`config.mk`:
```
export PLATFORM = sky130hd
export DESIGN_NAME = exhaustive_vector_sequencer
export DESIGN_NICKNAME = d
export VERILOG_FILES = /design/src/rtl/exhaustive_vector_sequencer.sv
export SDC_FILE = /design/constraint.sdc
export NUM_CORES = 1
export LEC_CHECK = 0
export CORE_MARGIN = 3
export CORE_UTILIZATION = 42
export DETAILED_ROUTE_END_ITERATION = 6
export HOLD_SLACK_MARGIN = 0.1
export PLACE_DENSITY = 0.67
export SYNTH_ARGS = -nofsm -noshare
export SYNTH_HDL_FRONTEND = slang
export SYNTH_SLANG_ARGS = --single-unit
```
`constraint.sdc`:
```
create_clock -name CK -period 4.7 [get_ports CK]
set_input_delay 1.41 -clock CK [delete_from_list [all_inputs] [get_ports CK]]
set_output_delay 1.41 -clock CK [all_outputs]
set_load 0.02 [all_outputs]
```
`src/rtl/exhaustive_vector_sequencer.sv`:
```
// Exhaustive vector sequencer.
// Drives every N_WIDTH-bit input vector to a DUT, in binary or Gray order.
// After SETTLE_CYC cycles it samples the DUT response, offers a
// {vector, response} record to a logger over valid/ready, and folds the
// response into a MISR signature.
// Ports:
//   CK, reset    clock and asynchronous active-high reset
//   start, mode  run request (IDLE only) and order select (0 binary, 1 Gray)
//   vec_out      vector driven to the DUT
//   dut_resp     DUT response
//   rec_valid, rec_ready, rec_vector, rec_resp   record channel to logger
//   busy, done   run in progress / sticky run-complete
//   signature    MISR state
//   vec_count    records accepted this run
module exhaustive_vector_sequencer #(
  parameter int unsigned N_WIDTH    = 3,
  parameter int unsigned OUT_WIDTH  = 1,
  parameter int unsigned SETTLE_CYC = 1,
  parameter int unsigned SIG_WIDTH  = 8,
  parameter logic [SIG_WIDTH-1:0] SIG_POLY = SIG_WIDTH'(8'h1D),
  parameter logic [SIG_WIDTH-1:0] SIG_SEED = '0
) (
  input  logic                 CK,
  input  logic                 reset,
  input  logic                 start,
  input  logic                 mode,
  output logic [N_WIDTH-1:0]   vec_out,
  input  logic [OUT_WIDTH-1:0] dut_resp,
  output logic                 rec_valid,
  input  logic                 rec_ready,
  output logic [N_WIDTH-1:0]   rec_vector,
  output logic [OUT_WIDTH-1:0] rec_resp,
  output logic                 busy,
  output logic                 done,
  output logic [SIG_WIDTH-1:0] signature,
  output logic [N_WIDTH:0]     vec_count
);

  localparam int unsigned IDX_W = N_WIDTH + 1;
  localparam int unsigned CNT_W = $clog2(SETTLE_CYC + 1);
  localparam logic [IDX_W-1:0] LAST_IDX = {1'b0, {N_WIDTH{1'b1}}};

  typedef enum logic [1:0] {
    IDLE   = 2'd0,
    SETTLE = 2'd1,
    EMIT   = 2'd2,
    DONE   = 2'd3
  } state_t;

  state_t                state_q, state_d;
  logic [IDX_W-1:0]      idx_q, idx_d;
  logic                  mode_q, mode_d;
  logic [CNT_W-1:0]      cnt_q, cnt_d;
  logic [N_WIDTH-1:0]    vec_out_q, vec_out_d;
  logic                  rec_valid_q, rec_valid_d;
  logic [N_WIDTH-1:0]    rec_vector_q, rec_vector_d;
  logic [OUT_WIDTH-1:0]  rec_resp_q, rec_resp_d;
  logic                  busy_q, busy_d;
  logic                  done_q, done_d;
  logic [SIG_WIDTH-1:0]  sig_q, sig_d;
  logic [IDX_W-1:0]      vec_count_q, vec_count_d;

  // Vector encoding of an index: plain binary or reflected Gray.
  function automatic logic [N_WIDTH-1:0] encode(input logic [IDX_W-1:0] i,
                                                input logic m);
    logic [IDX_W-1:0] g;
    g = i ^ (i >> 1);
    return m ? g[N_WIDTH-1:0] : i[N_WIDTH-1:0];
  endfunction

  // State and output registers.
  always_ff @(posedge CK or posedge reset) begin
    if (reset) begin
      state_q      <= IDLE;
      idx_q        <= '0;
      mode_q       <= 1'b0;
      cnt_q        <= '0;
      vec_out_q    <= '0;
      rec_valid_q  <= 1'b0;
      rec_vector_q <= '0;
      rec_resp_q   <= '0;
      busy_q       <= 1'b0;
      done_q       <= 1'b0;
      sig_q        <= SIG_SEED;
      vec_count_q  <= '0;
    end else begin
      state_q      <= state_d;
      idx_q        <= idx_d;
      mode_q       <= mode_d;
      cnt_q        <= cnt_d;
      vec_out_q    <= vec_out_d;
      rec_valid_q  <= rec_valid_d;
      rec_vector_q <= rec_vector_d;
      rec_resp_q   <= rec_resp_d;
      busy_q       <= busy_d;
      done_q       <= done_d;
      sig_q        <= sig_d;
      vec_count_q  <= vec_count_d;
    end
  end

  // Next-state and output logic.
  always_comb begin
    state_d      = state_q;
    idx_d        = idx_q;
    mode_d       = mode_q;
    cnt_d        = cnt_q;
    vec_out_d    = vec_out_q;
    rec_valid_d  = rec_valid_q;
    rec_vector_d = rec_vector_q;
    rec_resp_d   = rec_resp_q;
    busy_d       = busy_q;
    done_d       = done_q;
    sig_d        = sig_q;
    vec_count_d  = vec_count_q;

    unique case (state_q)
      IDLE: begin
        if (start) begin
          idx_d       = '0;
          mode_d      = mode;
          sig_d       = SIG_SEED;
          vec_count_d = '0;
          done_d      = 1'b0;
          busy_d      = 1'b1;
          cnt_d       = CNT_W'(SETTLE_CYC);
          vec_out_d   = encode('0, mode);
          state_d     = SETTLE;
        end
      end
      SETTLE: begin
        cnt_d = cnt_q - CNT_W'(1);
        // Last settle cycle: the vector has been stable SETTLE_CYC cycles.
        if (cnt_q == CNT_W'(1)) begin
          rec_resp_d   = dut_resp;
          rec_vector_d = vec_out_q;
          rec_valid_d  = 1'b1;
          sig_d        = {sig_q[SIG_WIDTH-2:0], 1'b0}
                       ^ (sig_q[SIG_WIDTH-1] ? SIG_POLY : '0)
                       ^ SIG_WIDTH'(dut_resp);
          state_d      = EMIT;
        end
      end
      EMIT: begin
        if (rec_ready) begin
          rec_valid_d = 1'b0;
          vec_count_d = vec_count_q + IDX_W'(1);
          if (idx_q == LAST_IDX) begin
            state_d = DONE;
          end else begin
            idx_d     = idx_q + IDX_W'(1);
            vec_out_d = encode(idx_q + IDX_W'(1), mode_q);
            cnt_d     = CNT_W'(SETTLE_CYC);
            state_d   = SETTLE;
          end
        end
      end
      DONE: begin
        busy_d  = 1'b0;
        done_d  = 1'b1;
        state_d = IDLE;
      end
      default: state_d = IDLE;
    endcase
  end

  assign vec_out    = vec_out_q;
  assign rec_valid  = rec_valid_q;
  assign rec_vector = rec_vector_q;
  assign rec_resp   = rec_resp_q;
  assign busy       = busy_q;
  assign done       = done_q;
  assign signature  = sig_q;
  assign vec_count  = vec_count_q;

endmodule

```
# Yosys cells after proc, flatten, opt, wreduce, memory -nomap -nowiden
# Cells that the tools add are included.
dict set report classes {
  n_mux 30
  bitwise_logic 3
  n_reduce_logical 15
  n_eq_ne 8
  addsub 3
}
# operator n
set ops {}
lappend ops {{$mux W4} 4}
lappend ops {{$mux W8} 2}
lappend ops {{$pmux W4 S2} 2}
lappend ops {{$pmux W8 S2} 1}
lappend ops {{$mux W3} 4}
lappend ops {{$reduce_and A3 Y1} 4}
lappend ops {{$add A4 B1 Y4 const B} 2}
lappend ops {{$mux W2} 4}
lappend ops {{$ne A2 B2 Y1 const B} 4}
lappend ops {{$pmux W2 S4} 1}
lappend ops {{$reduce_and A4 Y1} 2}
lappend ops {{$reduce_bool A2 Y1} 4}
lappend ops {{$xor A8 B1 Y8} 1}
lappend ops {{$xor A8 B5 Y8} 1}
lappend ops {{$mux W1} 6}
lappend ops {{$pmux W1 S2} 3}
lappend ops {{$pmux W3 S2} 1}
lappend ops {{$reduce_and A2 Y1} 3}
lappend ops {{$mux W5} 1}
lappend ops {{$eq A2 B2 Y1 const B} 2}
lappend ops {{$eq A4 B3 Y1 const B} 1}
lappend ops {{$pmux W1 S3} 1}
lappend ops {{$reduce_bool A3 Y1} 1}
lappend ops {{$xor A3 B3 Y3} 1}
lappend ops {{other kinds (3)} 3}
dict set report word_totals {
  inputBits 6
  wordCells 71
  output_inout_bits 22
  regBits 30
}

# Depth between registers and ports, before layout
# Gate-level depths: netlist of the first run.
dict set report logic_depth {
  ltp_word 6
  ltp_mapped 5
  depth_no_buf 5
}

# Worst setup path before layout of the first run
# No wires, ideal clock.
dict set report synth_timing {
  path_type {input-to-reg}
  start {input port rec_ready}
  end {register idx_q[0]}
  path_buffers 0
  setup_time_ps 125
  stages 3
  arrival_time_ps 2040
  setup_slack_ps 2535
  required_ps 4575
  cell_sequence {mux2i_1 -> a211o_1 -> mux2_2}
}
dict set report synth_via {
  elab_chain_len 2
}
# element line
set synth_rtl {}
lappend synth_rtl {{start: declaration} 30} ;# input logic rec_ready,
lappend synth_rtl {{$ne A2 B2 Y1 (no source line)} n/a}
lappend synth_rtl {{$reduce_and A4 Y1 (no source line)} n/a}
lappend synth_rtl {{end signal: assignment} 88} ;# idx_q <= idx_d;
lappend synth_rtl {{end: declaration} 51} ;# logic [IDX_W-1:0] idx_q, idx_d;
# Every way passes these cells.
# A chain may end at the register's enable or synchronous reset.

# Worst setup path in the final report of the first run
dict set report layout_timing {
  start {register sig_q[7], in the netlist signature[7]}
  end {output port signature[7]}
}
# element line
set layout_lines {}
lappend layout_lines {{start: declaration} 60} ;# logic [SIG_WIDTH-1:0] sig_q, sig_d;
lappend layout_lines {{start signal: assignment} 97} ;# sig_q <= sig_d;
lappend layout_lines {{end: declaration} 35} ;# output logic [SIG_WIDTH-1:0] signature,
# No word-level cell between the ends.

==> results of run 1 <==
flip-flops by register name, summed over array words and instances (netlist names):
signal / flops
done: 1
cnt_q: 1
mode_q: 1
idx_q: 4
rec_resp: 1
vec_count: 4
rec_valid: 1
busy: 1
signature: 8
state_q: 2
rec_vector: 3
vec_out: 3
logic make-up (layout without fill, tap and decap cells):
family / count (synthesis) / after routing
compound gates: 38 / 38
xor+xnor: 6 / 6
fa+ha+maj: 2 / 2
buf+inv: 19 / 49
flops: 30 / 30
mux: 9 / 9
simple gates: 43 / 43
how the worst min path moves through the flow:
stage	slack, ns	depth (start not counted)	start	end
6_report	0.49	1	busy	busy
5_1_grt	0.52	1	busy	busy
4_1_cts	0.50	1	busy	busy
3_5_place_dp	0.47	1	busy	busy
3_3_place_gp	0.47	1	busy	busy
2_1_floorplan	0.54	1	idx_q[1]	idx_q[1]
routing by layer:
metal	global-route usage	routed length [µm]
met1	0.196	1290
met2	0.246	1330
met3	0.0364	118
met4	0.0712	55
met5	0	0
final cells by class:
type / count / area [µm²]
Tap cell: 44 / 55.1
Clock inverter: 2 / 12.5
Timing Repair Buffer: 28 / 278
Sequential cell: 30 / 751
Inverter: 13 / 48.8
Fill cell: 286 / 1360
Multi-Input combinational cell: 98 / 619
Clock buffer: 6 / 51.3
per-stage QoR:
step	power, mW	area (µm²)
CTS	0.956	1820
finish	0.943	1820
detailed placement	0.789	1750
global route	1.02	1820
global placement	0.784	1750
floorplan	0.648	1450
synthesized netlist by cell type:
| master | n |
|---|---|
| nor2_2 | 1 |
| clkbuf_1 | 2 |
| and3b_1 | 1 |
| nor2_1 | 8 |
| a22o_1 | 5 |
| a21o_1 | 1 |
| nand4b_1 | 1 |
| a211o_1 | 1 |
| buf_1 | 1 |
| a21oi_2 | 1 |
| buf_2 | 3 |
| nor3_1 | 2 |
| inv_1 | 13 |
| mux2i_1 | 3 |
| nand3_1 | 9 |
| a31oi_1 | 1 |
| a21boi_0 | 1 |
| or2_2 | 1 |
| a21oi_1 | 7 |
| xor2_1 | 5 |
| nor2b_1 | 3 |
| xnor2_1 | 1 |
| ha_1 | 2 |
| o21a_1 | 1 |
| o2bb2ai_1 | 1 |
| o21ai_0 | 17 |
| nand3b_1 | 1 |
| o21bai_1 | 1 |
| nand4_1 | 1 |
| nand2_1 | 13 |
| nand2b_1 | 2 |
| dfrtp_1 | 30 |
| mux2_2 | 6 |
| o311ai_0 | 1 |
report_power, final:
part	leakage, nW	total, mW	internal (mW)	switching (mW)
Clock	0.0343	0.164	0.0718	0.0925
Combinational	0.372	0.367	0.179	0.188
Sequential	0.395	0.412	0.325	0.0863
Total	0.801	0.943	0.576	0.367
==> summary.md, run 1 <==
| Metric | Value |
|---|---|
| # rows | `20` |
| Crit path launch | `signature[7]` |
| Top cell type's share of synthesized area | `0.519` |
| DPL Wire Length | `2010 µm` |
| Fin util | `0.571` |
| YS warnings | `0` |
| FMAX | `346 MHz` |
| Die area | `4180 µm²` |
| Clock buffer count from CTS | `5` |
| Critical Path RT | `3.29 ns` |
| Critical Path End | `signature[7]` |
| Unrepaired setup endpoints after global routing | `false` |
| Lkg Pwr | `0.801 nW` |
| Buffer count from post-CTS setup fixing | `0` |
| Crit-path cells | `clkdlybuf4s50_1` |
| Slew @ Worst Pin | `approximately 0.55 ns` |
| Syn_nets | `about 160` |
| CP arrival | `1.48 ns` |
| Nature of the critical path endpoint | `primary output` |
| Crit path largest cell delay | `0.66 ns` |
| Max_cap viols | `0` |
| Mapped Area | `1450 µm²` |
| Pwr dens | `519 nW/µm²` |
| TritonCTS Sinks | `30` |
| Post-synth top area cell | `dfrtp_1` |
| Vias in the first global route | `1098` |
| Clk root buf | `clkbuf_4` |
| Register area share after synthesis | `0.519` |
| Filler-free cell count of the finished design | `221` |
| Post-Synthesis Cells | `between 100 and 150` |
| FF+latch count, synth | `30` |
| CTS resizes | `0` |
| Clock Path Buffers | `2` |
| Total wire length | `between 2000 and 3000 µm` |
| Vias | `approximately 1.1k` |
| Critical path's slowest cell | `clkdlybuf4s50_1` |
| Final WS setup | `~1.8 ns` |
| Core area | `3180 µm²` |
| Die Y | `64.7 µm` |
| Boundary pin count | `28` |
| Inst Count DP | `213` |
| Final net count | `184` |
| Final period utilization | `0.616` |
| Setup-failing EPs final | `0` |
| Largest net degree at the start of global routing | `31` |
| Slew headroom | `0.634` |
| CP delay by family, top | `buffers and inverters` |
| Share of post-route cells with drive strength above 1 | `0.102` |
| Top cells by area, synth | `dfrtp_1 (52%), o21ai_0 (5.9%), mux2_2 (4.7%)` |
| Status | `completed` |
| R2r startpoint | `state_q[0]` |
| Critical path buffer and inverter count | `1` |
| DR iter-0 viols | `45` |
| Clk slew on worst S/H paths | `0.10 ns` |
| Initial antenna violation count | `0` |
| GRT Total Usage | `0.154` |
| Routability cong. | `~0.83` |
| Post-Synth XOR/XNOR Area | `0.0364` |
| Worst r2r path cells | `3` |
| Startpoint Class | `flip-flop` |
| Final min period | `2.89 ns` |
| Final hold violation count | `0` |
| Post-synthesis cell type count | `34` |
| First-pass GRT wire length | `4950 µm` |
| Starting density of the core | `0.455` |
| CTS Hold Bufs | `0` |
| Hold Path Class | `reg2reg` |
| CTS tree | `built` |
| Compound-cell area share of the yosys netlist | `0.163` |
| DRT Pass-1 Iters | `4` |
| Peak VDD IR | `0.000263 V` |
| Post-synthesis mux area share | `0.0675` |
| Worst-Skew Late Latency | `~0.33 ns` |
| WL/cell | `between 10 and 15 µm` |
| Max-slew violation count | `0` |
| Simple-gate share of the synthesized area | `0.145` |
| Fin Hold WS | `around 0.5 ns` |
| DRC viols | `0` |
| Placement Setup Slack | `1.79 ns` |
| Most common cell after layout, fill and taps aside | `dfrtp_1` |
| H-tree level count | `2` |
| Crit path depth | `1` |
| Worst reg2reg setup slack | `2.80 ns` |
| Setup CP Type | `reg2out` |
| Die width | `64.7 µm` |
| R2R Path End | `rec_resp` |
| Detail Route Antenna Nets | `0` |
| Worst Path Max Fanout | `6` |
| Drt via density | `slightly above 5` |
| Synthesized-area fraction occupied by adder cells | `0.0173` |
| Grt ovf | `0` |
| Setup TNS | `0 ns` |
| # diodes | `0` |
| PortBufs | `27` |
| Mean post-synth cell area | `between 9 and 10 µm²` |
| Commonest non-fill, non-tap cells in the layout | `dfrtp_1 (30), clkdlybuf4s50_1 (27), o21ai_0 (17), nand2_1 (13), inv_1 (13)` |
| P&R area growth vs syn | `25.6%` |
| Clock Skew | `0.00735 ns` |
| Largest family of logic cells by synthesized area | `compound AO/OA/AOI/OAI gates` |
Note: power is estimated with default switching activity, not from simulation.
==> inputs of run 2 (changes only) <==
Settings changed: PLACE_DENSITY 0.67 to 0.69.
Clock period 4.7 ns to 2.52 ns, I/O delays scaled along.
==> run 2 against run 1 <==
Register-to-register slack got worse by 2.2 ns. Non-clock buffer count rose by 3. Sequential power rose by 81%. Setup slack got worse by 1.6 ns. Critical path type unchanged. Power rose by 91%. Critical endpoint unchanged. Clock power rose by 86%. Sequential share of layout area fell by 0.51 points. Die area did not move. Largest cell class unchanged. Clock-buffer cell count did not move.
==> summary.md, run 2 (synthesis gave the netlist of run 1 again) <==
| Metric | Value |
|---|---|
| Status | `completed` |
| DPL Wire Length | `2120 µm` |
| CTS resizes | `0` |
| Final hold violation count | `0` |
| Share of post-route cells with drive strength above 1 | `0.117` |
| Clock Skew | `0.0129 ns` |
| # diodes | `0` |
| P&R area growth vs syn | `27.2%` |
| Clock buffer count from CTS | `5` |
| Peak VDD IR | `0.000517 V` |
| Final period utilization | `0.900` |
| Die Y | `64.7 µm` |
| CTS Hold Bufs | `0` |
| Vias in the first global route | `between 1k and 1.5k` |
| Inst Count DP | `216` |
| Clk root buf | `clkbuf_4` |
| Worst-Skew Late Latency | `about 0.34 ns` |
| Clk slew on worst S/H paths | `0.10 ns` |
| TritonCTS Sinks | `30` |
| CP delay by family, top | `buffers and inverters` |
| Hold Path Class | `reg2reg` |
| Boundary pin count | `28` |
| Final net count | `187` |
| Worst Path Max Fanout | `6` |
| Starting density of the core | `0.455` |
| Initial antenna violation count | `0` |
| Area after DPL | `1770 µm²` |
| Sequential cell area | `751 µm²` |
| Design Area, Final | `1840 µm²` |
| Unrepaired setup endpoints after global routing | `false` |
| Buffer count from post-CTS setup fixing | `0` |
| First-pass GRT wire length | `approximately 5200 µm` |
| Filler-free cell count of the finished design | `about 220` |
| PortBufs | `27` |
| Setup CP Type | `reg2out` |
| Crit path largest cell delay | `~0.66 ns` |
| DR iter-0 viols | `28` |
| Final WS setup | `0.251 ns` |
| Total wire length | `~2900 µm` |
| Critical path's slowest cell | `clkdlybuf4s50_1` |
| Setup TNS | `0 ns` |
| Slew @ Worst Pin | `0.621 ns` |
| Detail Route Antenna Nets | `0` |
| Grt ovf | `0` |
| Total power draw | `1.80 mW` |
| # rows | `20` |
| Fill cells | `288` |
| Vias | `1138` |
| Lkg Pwr | `0.815 nW` |
| Placement Setup Slack | `0.284 ns` |
| Startpoint Class | `flip-flop` |
| Setup-failing EPs final | `0` |
| Area taken by multi-input logic gates | `619 µm²` |
| Crit-path cells | `clkdlybuf4s50_1` |
| Die width | `64.7 µm` |
| CTS tree | `built` |
| Die area | `4180 µm²` |
| Routability cong. | `0.829` |
| Pwr dens | `979 nW/µm²` |
| Most common cell after layout, fill and taps aside | `dfrtp_1` |
| Fin Hold WS | `0.498 ns` |
| Final min period | `2.27 ns` |
| Clock Path Buffers | `2` |
| Largest net degree at the start of global routing | `31` |
| DRT Pass-1 Iters | `4` |
| WL/cell | `between 10 and 15 µm` |
| Drt via density | `5.08` |
| Max_cap viols | `0` |
| Slew headroom | `0.585` |
| Max FFs per register | `8` |
| H-tree level count | `2` |
| Fin util | `0.578` |
| FMAX | `roughly 440 MHz` |
| DRC viols | `0` |
| Core area | `3180 µm²` |
| Critical Path RT | `between 1.5 and 2 ns` |
| GRT Total Usage | `0.163` |
| Commonest non-fill, non-tap cells in the layout | `dfrtp_1 (30), clkdlybuf4s50_1 (27), o21ai_0 (17), nand2_1 (13), inv_1 (13)` |
| Max-slew violation count | `0` |
| Nature of the critical path endpoint | `primary output` |
| CP arrival | `1.51 ns` |
| Critical path buffer and inverter count | `1` |
run 2: cell types whose count changed in the layout (fill, tap and decap cells not counted), sizes merged:
cell  previous run  this run
buf              1         4
run 2: layout make-up:
cell class	count	share of cell area
sequential	30	0.408
multi-input combinational	98	0.337
timing repair buffer	31	0.163
tap	44	0.0300
clock buffer	6	0.0279
inverter	13	0.0265
clock inverter	2	0.00681
run 2: report_power, final:
part	leakage [nW]	total, mW	switching, mW	internal [mW]
Clock	0.0343	0.305	0.171	0.134
Combinational	0.386	0.747	0.389	0.358
Sequential	0.395	0.747	0.139	0.607
Total	0.815	1.80	0.699	1.10
run 2: layer usage:
metal	up-vias	GRT usage	wire, µm
met5	-	0	0
met4	0	0.0871	59
met2	23	0.264	1370
met1	545	0.197	1360
li1	565	-	-
met3	5	0.0433	124
run 2: final timing paths:
kind | slack (ns) | depth (start not counted) | to | start
min in group asynchronous | 0.78 | 3 | signature[2] | reset
max in group asynchronous | 1.46 | 3 | vec_count[1] | reset
worst min register to register | 0.50 | 1 | busy | busy
worst min-delay path | 0.50 | 1 | busy | busy
worst max-delay path | 0.25 | 1 | signature[7] | signature[7]
worst max register to register | 0.61 | 3 | rec_vector[1] | state_q[1]
==> inputs of run 3 (changes only) <==
Settings changed: CELL_PAD_IN_SITES_DETAIL_PLACEMENT set to 1, CELL_PAD_IN_SITES_GLOBAL_PLACEMENT set to 1, CORE_ASPECT_RATIO set to 0.75, CORE_MARGIN 3 to not set, CORE_UTILIZATION 42 to 35, PLACE_DENSITY 0.69 to not set, PLACE_DENSITY_LB_ADDON set to 0.1.
==> run 3 against run 2 <==
Non-clock buffer count fell by 2. Sequential power up 4.4%. Sequential cell count unchanged. Largest power group unchanged. Global-route usage grew 1.4 points. Worst hold slack worse by 0.015 ns. Power up 5.9%. Wire length up 17%. Critical endpoint unchanged. Final cell count grew 2.7%. Fmax up 3.9%. Register-to-register slack worse by 0.16 ns.
==> summary.md, run 3 (synthesis gave the netlist of run 1 again) <==
| Metric | Value |
|---|---|
| Filler-free cell count of the finished design | `230` |
| CP arrival | `1.43 ns` |
| CTS tree | `built` |
| Total wire length | `3410 µm` |
| Highest Signal Layer | `met4` |
| Nature of the critical path endpoint | `primary output` |
| TritonCTS Sinks | `30` |
| Max-slew violation count | `0` |
| DPL Wire Length | `about 2500 µm` |
| Final net count | `185` |
| DRC viols | `0` |
| # diodes | `0` |
| DR iter-0 viols | `29` |
| Startpoint Class | `flip-flop` |
| Crit path largest cell delay | `between 0.6 and 0.7 ns` |
| Clk root buf | `clkbuf_8` |
| Lkg Pwr | `0.819 nW` |
| Grt ovf | `0` |
| Status | `completed` |
| Design Area, Final | `1860 µm²` |
| WL/cell | `14.8 µm` |
| Critical path buffer and inverter count | `1` |
| Clk slew on worst S/H paths | `0.06 ns` |
| PortBufs | `27` |
| Die area | `4390 µm²` |
| Drt via density | `between 5 and 6` |
| Pwr dens | `1020 nW/µm²` |
| Power Internal | `1.17 mW` |
| CP delay by family, top | `buffers and inverters` |
| Worst-Skew Late Latency | `0.27 ns` |
| Core area | `3800 µm²` |
| Vias in the first global route | `approximately 1.2k` |
| H-tree level count | `2` |
| Die Y | `57.7 µm` |
| Routability cong. | `0.828` |
| Clk pwr share | `0.206` |
| Critical Path RT | `1.76 ns` |
| Setup CP Type | `reg2out` |
| Vias | `roughly 1.2k` |
| Share of post-route cells with drive strength above 1 | `0.107` |
| Max_cap viols | `0` |
| Final min period | `~2.2 ns` |
| Boundary pin count | `28` |
| Slew headroom | `0.553` |
| DRT Pass-1 Iters | `3` |
| M1 WL | `~1700 µm` |
| Placement Setup Slack | `0.255 ns` |
| Slew @ Worst Pin | `0.669 ns` |
| Area after DPL | `1770 µm²` |
| Largest net degree at the start of global routing | `31` |
| Clock buffer count from CTS | `5` |
| Buffer count from post-CTS setup fixing | `0` |
| Fin util | `0.490` |
| P&R area growth vs syn | `29.0%` |
| Psw | `0.731 mW` |
| Fill cells | `between 400 and 500` |
| Inst Count DP | `222` |
| Setup-failing EPs final | `0` |
| Max FFs per register | `8` |
| # rows | `19` |
| Final hold violation count | `0` |
| Part of the power in registers | `0.410` |
| Peak VDD IR | `0.000493 V` |
| CTS Hold Bufs | `0` |
| Worst Path Max Fanout | `6` |
| Hold Path Class | `reg2reg` |
| Final period utilization | `0.867` |
| Total power draw | `1.90 mW` |
| Commonest non-fill, non-tap cells in the layout | `dfrtp_1 (30), clkdlybuf4s50_1 (27), o21ai_0 (17), nand2_1 (13), inv_1 (13)` |
| Power share of the combinational group | `0.384` |
| FMAX | `458 MHz` |
| Initial antenna violation count | `0` |
| Clock Path Buffers | `2` |
| GRT Total Usage | `0.176` |
| Detail Route Antenna Nets | `0` |
| Clock Skew | `0.00588 ns` |
| Switch share | `0.384` |
| Met3 WL | `152 µm` |
| Die width | `76.2 µm` |
| First-pass GRT wire length | `5860 µm` |
| Met2 WL | `approximately 1600 µm` |
| CTS resizes | `0` |
| Starting density of the core | `0.380` |
| Most common cell after layout, fill and taps aside | `dfrtp_1` |
| Critical path's slowest cell | `clkdlybuf4s50_1` |
| Unrepaired setup endpoints after global routing | `false` |
| Final WS setup | `0.336 ns` |
| Fin Hold WS | `roughly 0.48 ns` |
| Setup TNS | `0 ns` |
| Crit-path cells | `clkdlybuf4s50_1` |
## run 3: final timing paths
kind,to,startpoint,depth (start not counted),slack (ns)
max in group asynchronous,done,reset,3,1.37
min,busy,busy,1,0.48
min in group asynchronous,idx_q[1],reset,3,0.87
max reg2reg,rec_resp,state_q[0],3,0.45
max,signature[7],signature[7],1,0.34
min reg2reg,busy,busy,1,0.48
## run 3: routing by layer
layer,global-route usage,vias to the layer above
li1,-,563
met1,0.220,563
met2,0.296,23
met3,0.0551,4
met4,0.0577,0
met5,0,-
## run 3: layout make-up
cell class                 instances  area (µm²)  share of cell area
sequential                        30         751               0.403
multi-input combinational         98         619               0.332
timing repair buffer              29         285               0.153
clock buffer                       6        82.6              0.0443
tap                               52        65.1              0.0349
inverter                          13        48.8              0.0262
clock inverter                     2        12.5             0.00671
## run 3: power by group through the flow
stage	clock, mW	sequential, mW	combinational (mW)
2_1_floorplan	0	0.825	0.383
3_3_place_gp	0	0.777	0.708
3_5_place_dp	0	0.790	0.738
4_1_cts	0.411	0.782	0.741
5_1_grt	0.430	0.808	0.799
6_report	0.393	0.780	0.732
